**src/rtl/cdiv_sched.sv**
```systemverilog
// cdiv_sched
// Round-robin front end for one shared, pipelined divider. Up to P_NUM_REQ
// requesters compete for the divider. At most one operation is accepted per
// cycle. Operands are registered onto the divider bus. Each operation carries
// a tag {vld, idx, dz, numerator} through a pipeline that matches the divider
// latency, so its result can be steered back to the requester that issued it.
//
// Handshake: a requester holds req_ih[i] high with stable operands until it
// sees gnt_oh[i]=1 in the same cycle. That cycle is the transfer. There is no
// result backpressure: res_vld_oh is a single-cycle pulse that the requester
// must always accept.
//
// Ports
//   clk_ir        clock
//   rst_il        asynchronous active-low reset
//   en_ih         grant enable (in-flight operations still drain when low)
//   req_ih        per-requester request
//   req_real_id   packed denominators, slot i = [i*W +: W]
//   req_im_id     packed numerators,   slot i = [i*W +: W]
//   gnt_oh        one-hot combinational grant
//   div_real_od   registered denominator to divider
//   div_im_od     registered numerator to divider
//   div_q_id      divider quotient (P_DIV_LAT cycles after div_*_od)
//   div_r_id      divider remainder
//   res_vld_oh    one-hot result valid pulse
//   res_q_od      result quotient
//   res_r_od      result remainder
//   res_dz_od     result was a divide-by-zero
//   busy_od       any operation in flight
module cdiv_sched #(
    parameter int P_DATA_W  = 32,
    parameter int P_NUM_REQ = 4,
    parameter int P_DIV_LAT = 1
) (
    input  logic                           clk_ir,
    input  logic                           rst_il,
    input  logic                           en_ih,
    input  logic [P_NUM_REQ-1:0]           req_ih,
    input  logic [P_NUM_REQ*P_DATA_W-1:0]  req_real_id,
    input  logic [P_NUM_REQ*P_DATA_W-1:0]  req_im_id,
    output logic [P_NUM_REQ-1:0]           gnt_oh,
    output logic [P_DATA_W-1:0]            div_real_od,
    output logic [P_DATA_W-1:0]            div_im_od,
    input  logic [P_DATA_W-1:0]            div_q_id,
    input  logic [P_DATA_W-1:0]            div_r_id,
    output logic [P_NUM_REQ-1:0]           res_vld_oh,
    output logic [P_DATA_W-1:0]            res_q_od,
    output logic [P_DATA_W-1:0]            res_r_od,
    output logic                           res_dz_od,
    output logic                           busy_od
);

    localparam int IW = $clog2(P_NUM_REQ);
    // One tag stage for the operand register plus one per divider stage, so
    // the last tag stage lines up with div_q_id/div_r_id.
    localparam int NS = P_DIV_LAT + 1;
    localparam logic [IW-1:0] LAST_IDX = IW'(P_NUM_REQ - 1);

    // ------------------------------------------------------------------
    // Arbitration
    // ------------------------------------------------------------------
    logic [IW-1:0]       ptr_q, ptr_d;
    logic                found;
    logic [IW-1:0]       sel_idx;
    logic [IW-1:0]       cand_idx;
    int                  cand;
    logic                grant_w;
    logic [P_DATA_W-1:0] sel_real;
    logic [P_DATA_W-1:0] sel_im;

    // Search ptr, ptr+1, ... modulo P_NUM_REQ; first active request wins.
    always_comb begin
        found    = 1'b0;
        sel_idx  = '0;
        cand     = 0;
        cand_idx = '0;
        for (int k = 0; k < P_NUM_REQ; k++) begin
            cand = int'(ptr_q) + k;
            if (cand >= P_NUM_REQ) begin
                cand = cand - P_NUM_REQ;
            end
            cand_idx = IW'(cand);
            if (!found && req_ih[cand_idx]) begin
                found   = 1'b1;
                sel_idx = cand_idx;
            end
        end
    end

    assign grant_w  = en_ih & found;
    assign sel_real = req_real_id[int'(sel_idx)*P_DATA_W +: P_DATA_W];
    assign sel_im   = req_im_id[int'(sel_idx)*P_DATA_W +: P_DATA_W];

    always_comb begin
        gnt_oh = '0;
        if (grant_w) begin
            gnt_oh[sel_idx] = 1'b1;
        end
    end

    // Pointer moves past the winner so it is served last next time round.
    always_comb begin
        ptr_d = ptr_q;
        if (grant_w) begin
            ptr_d = (sel_idx == LAST_IDX) ? '0 : sel_idx + IW'(1);
        end
    end

    // ------------------------------------------------------------------
    // Operand registers and tag pipeline
    // ------------------------------------------------------------------
    logic [P_DATA_W-1:0] div_real_q, div_im_q;
    logic                tag_vld_q [NS];
    logic [IW-1:0]       tag_idx_q [NS];
    logic                tag_dz_q  [NS];
    logic [P_DATA_W-1:0] tag_num_q [NS];

    always_ff @(posedge clk_ir or negedge rst_il) begin
        if (!rst_il) begin
            ptr_q      <= '0;
            div_real_q <= '0;
            div_im_q   <= '0;
            for (int s = 0; s < NS; s++) begin
                tag_vld_q[s] <= 1'b0;
                tag_idx_q[s] <= '0;
                tag_dz_q[s]  <= 1'b0;
                tag_num_q[s] <= '0;
            end
        end else begin
            ptr_q <= ptr_d;
            if (grant_w) begin
                div_real_q <= sel_real;
                div_im_q   <= sel_im;
            end
            // Stage 0 always loads; a non-grant cycle simply inserts a bubble.
            tag_vld_q[0] <= grant_w;
            tag_idx_q[0] <= sel_idx;
            tag_dz_q[0]  <= (sel_real == '0);
            tag_num_q[0] <= sel_im;
            for (int s = 1; s < NS; s++) begin
                tag_vld_q[s] <= tag_vld_q[s-1];
                tag_idx_q[s] <= tag_idx_q[s-1];
                tag_dz_q[s]  <= tag_dz_q[s-1];
                tag_num_q[s] <= tag_num_q[s-1];
            end
        end
    end

    assign div_real_od = div_real_q;
    assign div_im_od   = div_im_q;

    // ------------------------------------------------------------------
    // Output stage
    // ------------------------------------------------------------------
    logic [P_NUM_REQ-1:0] res_vld_q, res_vld_d;
    logic [P_DATA_W-1:0]  res_q_q, res_q_d;
    logic [P_DATA_W-1:0]  res_r_q, res_r_d;
    logic                 res_dz_q, res_dz_d;

    always_comb begin
        res_vld_d = '0;
        res_q_d   = res_q_q;
        res_r_d   = res_r_q;
        res_dz_d  = res_dz_q;
        if (tag_vld_q[NS-1]) begin
            res_vld_d[tag_idx_q[NS-1]] = 1'b1;
            res_dz_d = tag_dz_q[NS-1];
            if (tag_dz_q[NS-1]) begin
                // Divider output is meaningless for a zero denominator.
                res_q_d = '1;
                res_r_d = tag_num_q[NS-1];
            end else begin
                res_q_d = div_q_id;
                res_r_d = div_r_id;
            end
        end
    end

    always_ff @(posedge clk_ir or negedge rst_il) begin
        if (!rst_il) begin
            res_vld_q <= '0;
            res_q_q   <= '0;
            res_r_q   <= '0;
            res_dz_q  <= 1'b0;
        end else begin
            res_vld_q <= res_vld_d;
            res_q_q   <= res_q_d;
            res_r_q   <= res_r_d;
            res_dz_q  <= res_dz_d;
        end
    end

    assign res_vld_oh = res_vld_q;
    assign res_q_od   = res_q_q;
    assign res_r_od   = res_r_q;
    assign res_dz_od  = res_dz_q;

    always_comb begin
        busy_od = |res_vld_q;
        for (int s = 0; s < NS; s++) begin
            busy_od = busy_od | tag_vld_q[s];
        end
    end

endmodule

```
**config.mk**
```make
export PLATFORM = sky130hd
export DESIGN_NAME = cdiv_sched
export DESIGN_NICKNAME = d
export VERILOG_FILES = /design/src/rtl/cdiv_sched.sv
export SDC_FILE = /design/constraint.sdc
export NUM_CORES = 1
export LEC_CHECK = 0
export CORE_AREA = 2 2 183 185
export DETAILED_ROUTE_END_ITERATION = 8
export DIE_AREA = 0 0 185 187
export HOLD_SLACK_MARGIN = 0.08
export PLACE_DENSITY = 0.67
export SLEW_MARGIN = 40
export SYNTH_ARGS = -nofsm -noshare
export SYNTH_HDL_FRONTEND = slang
export SYNTH_SLANG_ARGS = --single-unit
```
**constraint.sdc**
```tcl
create_clock -name clk_ir -period 4.53 [get_ports clk_ir]
set_clock_uncertainty 0.2 [all_clocks]
set_input_delay 0.6795 -clock clk_ir [delete_from_list [all_inputs] [get_ports clk_ir]]
set_output_delay 0.6795 -clock clk_ir [all_outputs]
set_load 0.01 [all_outputs]
```
After elaboration in Yosys (flattened, before gate mapping)

Index checks and enable logic that the tools add are counted.

Register bits after elaboration: 207
Bits of input ports: 327

Bitwise logic cells: 3
Equality and inequality tests: 1
Magnitude comparators: 12
$add $sub $neg: 8
Mux-type cells: 29
Reductions and logical operators: 10
Shift operators: 2

Operator list:

| kind                  | count |
|---|---|
| $shiftx A128 B8 Y32   | 2 |
| $mux W32              | 2 |
| $logic_not A32 Y1     | 1 |
| $lt A2 B3 Y1 const B  | 6 |
| $mux W2               | 9 |
| $mux W1               | 10 |
| $ge A3 B3 Y1 const B  | 3 |
| $bmux W1 S2           | 4 |
| $mux W4               | 2 |
| $sub A2 B1 Y2 const B | 4 |
| $add A2 B2 Y3 const B | 2 |
| $logic_and A1 B1 Y1   | 5 |
| $demux W1 S2          | 2 |
| $ge A2 B1 Y1 const B  | 2 |
| $reduce_or A4 Y1      | 1 |
| $add A2 B1 Y3 const B | 1 |
| $ge A2 B3 Y1 const B  | 1 |
| $logic_not A1 Y1      | 3 |
| $add A2 B1 Y2 const B | 1 |
| $eq A2 B2 Y1 const B  | 1 |
| $or A1 B1 Y1          | 2 |
| $and A1 B1 Y1         | 1 |

Longest topological paths before layout

Gate-level depths: netlist (run 1).

Depth in word-level cells: 19
Mapped depth: 11
Mapped depth without buffers: 8

Least setup slack after synthesis (run 1)

Ideal clock, no wire load.

Path kind: input -> output
From: in req_ih[3]
To: out gnt_oh[3]
Setup slack: 1.594 ns
Stages: 8
Arrival time: 2.056 ns
Cells stage by stage: nor2b_1 > o21ai_0 > o211a_1 > buf_2 > buf_2 > buf_2 > ha_1 > and2_1

Longest elaborated chain between the ends: 17
Elaborated cells on any way between the ends: 29
Those cells by class: order compare: 2; mux: 19; bitwise: 1; reduce/logical: 7

Ends and longest elaborated chain:

| element                                                            | line | source |
|---|---|---|
| start: declaration                                                 | 38   | `input logic [P_NUM_REQ-1:0] req_ih,` |
| $bmux W1 S2                                                        | 83   | `if (!found && req_ih[cand_idx]) begin` |
| $mux W1 (not written as such)                                      | 83   |  |
| $mux W1                                                            | 83   |  |
| $logic_not A1 Y1                                                   | 83   |  |
| $logic_and A1 B1 Y1                                                | 83   |  |
| $mux W1                                                            | 83   |  |
| $logic_not A1 Y1                                                   | 83   |  |
| $logic_and A1 B1 Y1                                                | 83   |  |
| (+2 left out)                                                      | n/a  |  |
| $logic_and A1 B1 Y1                                                | 83   |  |
| $mux W2 (*)                                                        | 83   |  |
| via sel_idx[0]                                                     | 64   | `logic [IW-1:0] sel_idx;` |
| $lt A2 B3 Y1 (not written as such) or $ge A2 B1 Y1 (tied branches) | 97   | `gnt_oh[sel_idx] = 1'b1;` |
| $logic_and A1 B1 Y1 (not written as such)                          | 97   |  |
| $mux W1 (not written as such)                                      | 97   |  |
| $demux W1 S2 (*)                                                   | 97   |  |
| $mux W4 (*)                                                        | 96   | `if (grant_w) begin` |
| end: declaration                                                   | 41   | `output logic [P_NUM_REQ-1:0] gnt_oh,` |

Mark *: on every way through the listed nets, which the timed path passes. The rest lies on a longest branch. The select of a mux whose other input is x is not followed.

Worst setup path after layout (run 1)

From: in req_ih[3]
To: out gnt_oh[1]

Longest elaborated chain between the ends: 17
Elaborated cells on any way between the ends: 29
Those cells by class: order compare: 2; mux: 19; bitwise: 1; reduce/logical: 7

Ends and longest elaborated chain:

| element                                                            | line |
|---|---|
| $bmux W1 S2                                                        | 83 |
| $mux W1 (not written as such)                                      | 83 |
| $mux W1                                                            | 83 |
| $logic_not A1 Y1                                                   | 83 |
| $logic_and A1 B1 Y1                                                | 83 |
| $mux W1                                                            | 83 |
| $logic_not A1 Y1                                                   | 83 |
| $logic_and A1 B1 Y1                                                | 83 |
| $mux W1                                                            | 83 |
| $logic_not A1 Y1                                                   | 83 |
| $logic_and A1 B1 Y1                                                | 83 |
| $mux W2                                                            | 83 |
| $lt A2 B3 Y1 (not written as such) or $ge A2 B1 Y1 (tied branches) | 97 |
| $logic_and A1 B1 Y1 (not written as such)                          | 97 |
| $mux W1 (not written as such)                                      | 97 |
| $demux W1 S2                                                       | 97 |
| $mux W4 (*)                                                        | 96 |

Mark *: on every way between the ends. The rest lies on a longest branch, timed or not. The select of a mux whose other input is x is not followed.

==> results of run 1 <==
==> area by class of cell <==
class | count | area, um2 | share of cell area [%]
Inverter | 4 | 15.0 | 0.0994
Timing Repair Buffer | 481 | 4810 | 31.8
Multi-Input combinational cell | 569 | 3850 | 25.5
Sequential cell | 207 | 5180 | 34.3
Clock buffer | 34 | 657 | 4.35
Tap cell | 448 | 561 | 3.71
Clock inverter | 3 | 25.0 | 0.166
==> metrics by stage <==
stage / power (mW) / hold WS, ns / cell area (um2)
global route: 7.25 / 0.152 / 15100
floorplan: 3.78 / 0.131 / 9340
detailed placement: 5.17 / 0.136 / 14400
CTS: 6.94 / 0.150 / 15100
global placement: 5.13 / 0.133 / 14400
finish: 6.86 / 0.139 / 15100
==> flip-flops by register name, indices dropped and copies added (netlist names) <==
register,cells
res_r_od,32
tag_vld_q,2
div_real_od,32
tag_num_q,64
div_im_od,32
res_q_od,32
tag_dz_q,2
ptr_q,2
tag_idx_q,4
res_dz_od,1
res_vld_oh,4
==> path summary, 6_finish.rpt <==
| check | startpoint | slack [ns] | cells past startpoint | end |
|---|---|---|---|---|
| max | req_ih[3] | 0.56 | 8 | gnt_oh[1] |
| min | tag_idx_q[3] | 0.14 | 0 | tag_idx_q[1] |
| max reg2reg | ptr_q[1] | 1.39 | 9 | tag_dz_q[1] |
| min reg2reg | tag_idx_q[3] | 0.14 | 0 | tag_idx_q[1] |
| max in group asynchronous | rst_il | 2.55 | 4 | div_im_od[15] |
| min in group asynchronous | rst_il | 0.51 | 2 | res_q_od[15] |
==> layout by cell type (no fill, tap or decap), drive strengths merged, types with 2 or more instances in the layout <==
cell / netlist / routed
a211oi: 64 / 64
inv: 4 / 5
nor4: 5 / 5
and3: 65 / 65
o22ai: 16 / 16
nand2: 134 / 134
nor2: 36 / 36
and2: 5 / 5
ha: 4 / 4
o21ai: 2 / 2
clkdlybuf4s50: 0 / 463
a21oi: 33 / 33
o22a: 32 / 32
buf: 19 / 17
clkbuf: 52 / 34
nand2b: 2 / 2
mux2i: 128 / 128
o31ai: 32 / 32
dfrtp: 207 / 207
and3b: 2 / 2
==> synthesized netlist by cell type (13+ instances only) <==
| cell type | number |
|---|---|
| sky130_fd_sc_hd__clkbuf_1 | 52 |
| sky130_fd_sc_hd__o22a_1 | 32 |
| sky130_fd_sc_hd__buf_2 | 13 |
| sky130_fd_sc_hd__nor2_1 | 36 |
| sky130_fd_sc_hd__a21oi_1 | 33 |
| sky130_fd_sc_hd__mux2i_1 | 128 |
| sky130_fd_sc_hd__o31ai_1 | 32 |
| sky130_fd_sc_hd__o22ai_1 | 16 |
| sky130_fd_sc_hd__nand2_1 | 134 |
| sky130_fd_sc_hd__and3_1 | 65 |
| sky130_fd_sc_hd__dfrtp_1 | 207 |
| sky130_fd_sc_hd__a211oi_1 | 64 |
==> kinds of logic (layout without fill, tap and decap cells) <==
group | after synthesis | count (layout) | share of synthesized area (%)
and+or+nand+nor | 253 | 253 | 12.5
buffers and inverters | 75 | 522 | 3.55
adders and majority gates | 4 | 4 | 0.536
AOI/OAI and AO/OA | 183 | 183 | 14.1
DFF | 207 | 207 | 55.5
muxes | 129 | 129 | 13.8
==> timing repair <==
action / in CTS / in global routing
buffers inserted: 0 / 0
hold buffers: 1 / 0
setup endpoints to repair: 0 / 0
hold endpoints to repair: 59 / 0
resized for setup: 0 / 0
==> power by group <==
part / total, mW / switching, mW / internal (mW)
Combinational: 2.52 / 1.30 / 1.22
Sequential: 2.60 / 0.265 / 2.34
Clock: 1.73 / 0.734 / 0.997
Total: 6.86 / 2.30 / 4.56
==> layer usage <==
| metal | track usage, % | up-vias | wire length, um |
|---|---|---|---|
| li1 | - | 3938 | - |
| met1 | 23.9 | 3996 | 13900 |
| met2 | 34.8 | 407 | 17400 |
| met3 | 5.35 | 72 | 2980 |
| met4 | 7.78 | 2 | 1390 |
| met5 | 0 | - | 12 |
==> worst reg2reg max path, delay by kind of cell, from the launching register on <==
kind                   cells  cell delay, ns
AOI/OAI and AO/OA          4            0.89
buffers and inverters      2            0.56
and+or+nand+nor            3            0.98
DFF                        1            0.45
==> results.sh, run 1 <==
export IMPL_outcome="completed"
export IMPL_post_route_worst_setup_slack_ns=0.557
export IMPL_crit_end_category="output pin"
export IMPL_drtIter0Drc=324
export IMPL_timing_critical_path_fanout_max=30
export IMPL_first_global_vias=8986
export IMPL_cts_sinks=207
export IMPL_crit_arrival_ns=3.09
export IMPL_layout_filler_cells=3083
export IMPL_drtPass1Iterations=5
export IMPL_post_synth_cell_area_avg_um2=11.0
export IMPL_placement_io_buffers=464
export IMPL_drt_vias_per_instance=4.82
export IMPL_crit_path_category="input pin to output pin"
export IMPL_library_cell_occupying_the_most_area_in_the_post_synthesis_netlist="sky130_fd_sc_hd__dfrtp_1"
export IMPL_syn_nets=1182
export IMPL_clock_tree_from_tritoncts="done"
export IMPL_pre_cts_ws_ns=0.567
export IMPL_grt_antenna_before_repair=3
export IMPL_layout_cell_share_with_drive_strength_beyond_1_pct=4.47
export IMPL_grt_setup_unrepaired="no"
export IMPL_layout_min_cycle_time_ns=3.97
export IMPL_gr_total_overflow=0
export IMPL_route_vias_total=8415
export IMPL_die_width_um=185
export IMPL_ir_drop_uv=296
export IMPL_track_usage_pct=20.2
export IMPL_die_h_um=187
export IMPL_clock_tree_root_cell="sky130_fd_sc_hd__clkbuf_16"
export IMPL_edff_count_synth=0
export IMPL_final_non_filler_cells=1746
export IMPL_netlist_area_mm2=0.00934
export IMPL_cts_clk_slew_worst_paths_ns=0.06
export IMPL_area_growth_syn_to_layout_pct=61.8
export IMPL_clkLatencyLatePin_ns=0.50
export IMPL_leakagePower_nw=6.40
export IMPL_yosys_top_cells_area="sky130_fd_sc_hd__dfrtp_1, sky130_fd_sc_hd__mux2i_1, sky130_fd_sc_hd__nand2_1"
export IMPL_async_flop_share_pct=100
export IMPL_count_of_state_elements_after_synthesis=207
export IMPL_cts_max_path_buffers=3
export IMPL_grt_pass1_wl_um=53300
export IMPL_achievable_frequency_ghz=0.252
export IMPL_crit_buf_inv=3
export IMPL_critical_path_required_ns=3.65
export IMPL_syn_inst=851
export IMPL_largest_net_degree_at_the_start_of_global_routing=103
export IMPL_globalplace_congestion=0.922
export IMPL_critical_path_startpoint_type="input pin"
export IMPL_hp_class="flop to flop"
export IMPL_postRouteAntennaNets=0
export IMPL_post_route_period_util_pct=87.7
export IMPL_clock_tree_htree_level_count=1
export IMPL_yosysSeqAreaShare_pct=55.5
export IMPL_utilization_pct=46.0
export IMPL_core_mm2=0.0329
export IMPL_synth_top_area_share_pct=55.5
export IMPL_fin_nets=1617
export IMPL_worst_pin_slew_ns=0.781
export IMPL_timing_final_max_slew_violations=0
export IMPL_critical_path_most_common_cell="sky130_fd_sc_hd__clkdlybuf4s50_1"
export IMPL_timing_final_hold_violations=0
export IMPL_critical_path_slowest_cell="sky130_fd_sc_hd__clkdlybuf4s50_1"
export IMPL_routed_wire_length_per_instance_um=20.4
export IMPL_drc=0
export IMPL_tns_ns=0
export IMPL_synthesis_yosys_warnings=0
export IMPL_place_detailed_instances=1708
export IMPL_routed_wirelength_um=35700
export IMPL_postSynth_topFlopCell="sky130_fd_sc_hd__dfrtp_1"
export IMPL_boundaryPins=465
export IMPL_worstPathCellList="clkdlybuf4s50_1 > nor2b_1 > o21ai_0 > o211a_4 > buf_4 > ha_1 > and2_1 > clkdlybuf4s50_1"
export IMPL_initial_core_util_pct=28.4
export IMPL_num_antenna_cells=0
export IMPL_synth_distinct_cells=33
export IMPL_power_density_cell_area_mw_per_mm2=454
export IMPL_count_of_final_setup_violators=0
export IMPL_timing_critical_path_slowest_cell_delay_ns=0.57
export IMPL_cp_top_family="buffers and inverters"
export IMPL_die_area_mm2=0.0346
export IMPL_rows=67
export IMPL_max_cap_violations=0
export IMPL_worst_slew_margin_rel_pct=47.8
export IMPL_cts_buffers_inserted=23
export IMPL_post_detailed_placement_half_perimeter_wirelength_um=27600
Note: power is estimated with default switching activity, not from simulation.
==> run 2: changes to the inputs <==
- SLEW_MARGIN: 40 -> 20
==> run 2 against run 1 <==
Compared with the run above:
- clock-buffer cell count grew 1
- routed wire length shrank 0.16%
- power grew 5.4%
- setup slack gained 0.041 ns
- worst hold slack lost 0.075 ns
- final area grew 1.0%
- first-iteration DRC count shrank 0.62%
- non-clock buffer count shrank 2
- sequential cell count is the same
- critical endpoint unchanged
- largest power group unchanged
- highest routed layer unchanged
==> results.sh, run 2 (synthesis gave the netlist of run 1 again) <==
export IMPL_post_route_period_util_pct=86.8
export IMPL_global_route_usage_met1_pct=24.3
export IMPL_core_mm2=0.0329
export IMPL_worst_slew_margin_rel_pct=32.2
export IMPL_timing_final_hold_violations=0
export IMPL_leakagePower_nw=6.49
export IMPL_critical_path_slowest_cell="sky130_fd_sc_hd__clkdlybuf4s50_1"
export IMPL_cts_hold_fix_buffers=0
export IMPL_place_detailed_instances=1707
export IMPL_die_area_mm2=0.0346
export IMPL_route_vias_total=8378
export IMPL_rows=67
export IMPL_grt_antenna_before_repair=3
export IMPL_number_of_setup_buffers_added_after_cts=0
export IMPL_clock_tree_from_tritoncts="done"
export IMPL_initial_core_util_pct=28.4
export IMPL_startpoint="req_ih[3]"
export IMPL_track_usage_pct=20.4
export IMPL_drtIter0Drc=322
export IMPL_layout_cell_share_with_drive_strength_beyond_1_pct=5.37
export IMPL_gr_total_overflow=0
export IMPL_utilization_pct=46.4
export IMPL_drt_vias_per_instance=4.78
export IMPL_crit_path_category="input pin to output pin"
export IMPL_clock_tree_htree_level_count=1
export IMPL_die_h_um=187
export IMPL_final_non_filler_cells=1751
export IMPL_largest_net_degree_at_the_start_of_global_routing=122
export IMPL_clkLatencyLatePin_ns=0.52
export IMPL_cts_buffers_inserted=24
export IMPL_grt_busiest_layer="met2"
export IMPL_count_of_final_setup_violators=0
export IMPL_layout_min_cycle_time_ns=3.93
export IMPL_num_antenna_cells=0
export IMPL_outcome="completed"
export IMPL_placement_io_buffers=464
export IMPL_achievable_frequency_ghz=0.254
export IMPL_hold_slack_ns=0.0647
export IMPL_cp_top_family="buffers and inverters"
export IMPL_crit_buf_inv=3
export IMPL_clock_tree_root_cell="sky130_fd_sc_hd__clkbuf_16"
export IMPL_postRouteAntennaNets=0
export IMPL_timing_critical_path_slowest_cell_delay_ns=0.57
export IMPL_grt_setup_unrepaired="no"
export IMPL_layout_cells_most_common="sky130_fd_sc_hd__clkdlybuf4s50_1"
export IMPL_crit_arrival_ns=3.05
export IMPL_critical_path_required_ns=3.65
export IMPL_globalplace_congestion=0.922
export IMPL_post_detailed_placement_half_perimeter_wirelength_um=27300
export IMPL_drtPass1Iterations=4
export IMPL_ir_drop_uv=295
export IMPL_worstPathCellList="clkdlybuf4s50_1 > nor2b_1 > o21ai_0 > o211a_4 > buf_4 > ha_1 > and2_1 > clkdlybuf4s50_1"
export IMPL_routed_wirelength_um=35600
export IMPL_power_density_cell_area_mw_per_mm2=474
export IMPL_first_global_vias=8981
export IMPL_tns_ns=0
export IMPL_crit_end_category="output pin"
export IMPL_drc=0
export IMPL_timing_critical_path_fanout_max=30
export IMPL_hp_class="input pin to asynchronous set/reset pin"
export IMPL_routed_wire_length_per_instance_um=20.3
export IMPL_cts_sinks=207
export IMPL_worst_r2r_src="ptr_q[1]"
export IMPL_cts_clk_slew_worst_paths_ns=0.06
export IMPL_grt_use_met2_pct=35.7
export IMPL_global_route_usage_met3_pct=5.04
export IMPL_boundaryPins=465
export IMPL_critical_path_startpoint_type="input pin"
export IMPL_max_cap_violations=0
export IMPL_worst_pin_slew_ns=1.02
export IMPL_max_ffs_per_register=64
export IMPL_fin_nets=1616
export IMPL_timing_final_max_slew_violations=0
export IMPL_regMostFlops="tag_num_q"
export IMPL_die_width_um=185
export IMPL_grt_pass1_wl_um=53800
export IMPL_final_cell_mix="sky130_fd_sc_hd__clkdlybuf4s50_1, sky130_fd_sc_hd__dfrtp_1, sky130_fd_sc_hd__nand2_1"
export IMPL_cts_max_path_buffers=3
export IMPL_area_growth_syn_to_layout_pct=63.4
export IMPL_critical_path_most_common_cell="sky130_fd_sc_hd__clkdlybuf4s50_1"
export IMPL_cts_resized=0
run 2: per-layer routing:
metal	vias up	wire length, um
li1	3934	-
met1	4008	14100
met2	379	17600
met3	55	2810
met4	2	1140
met5	-	13
run 2: report_power, final:
part	switching [mW]	leakage, nW	internal (mW)
logic	1.29	3.63	1.22
registers	0.269	2.42	2.34
clock network	0.789	0.437	1.32
total	2.35	6.49	4.88
run 2: layout make-up:
type | count | area (um2)
Fill cell | 3081 | 17600
Sequential cell | 207 | 5180
Timing Repair Buffer | 479 | 4760
Multi-Input combinational cell | 569 | 3850
Clock buffer | 35 | 753
Tap cell | 448 | 561
Clock inverter | 9 | 126
Inverter | 4 | 15.0
run 2: worst register-to-register path: stages (launching register included):
cell	delay, ns
sky130_fd_sc_hd__dfrtp_1	0.45
sky130_fd_sc_hd__nor2b_1	0.16
sky130_fd_sc_hd__o21ai_0	0.21
sky130_fd_sc_hd__o211a_4	0.24
sky130_fd_sc_hd__inv_1	0.24
sky130_fd_sc_hd__buf_4	0.30
sky130_fd_sc_hd__a211oi_1	0.27
sky130_fd_sc_hd__o22ai_1	0.14
sky130_fd_sc_hd__nor4_1	0.45
sky130_fd_sc_hd__and4_1	0.25
run 2: through the flow:
stage / instance area [um2] / setup WS (ns) / power (mW)
global route: 15300 / 0.442 / 7.64
floorplan: 9340 / 1.59 / 3.78
global placement: 14400 / 0.557 / 5.13
CTS: 15300 / 0.568 / 7.32
finish: 15300 / 0.598 / 7.23
detailed placement: 14400 / 0.587 / 5.16
run 2: worst paths after layout:
path,cells after the start,slack (ns),end
max in group asynchronous,2,3.02,tag_num_q[34]
min in group clk_ir,0,0.15,tag_num_q[24]
setup reg to reg,9,1.54,tag_dz_q[1]
setup / recovery,8,0.60,gnt_oh[1]
hold / removal,1,0.06,res_q_od[15]
hold reg to reg,0,0.15,tag_num_q[24]
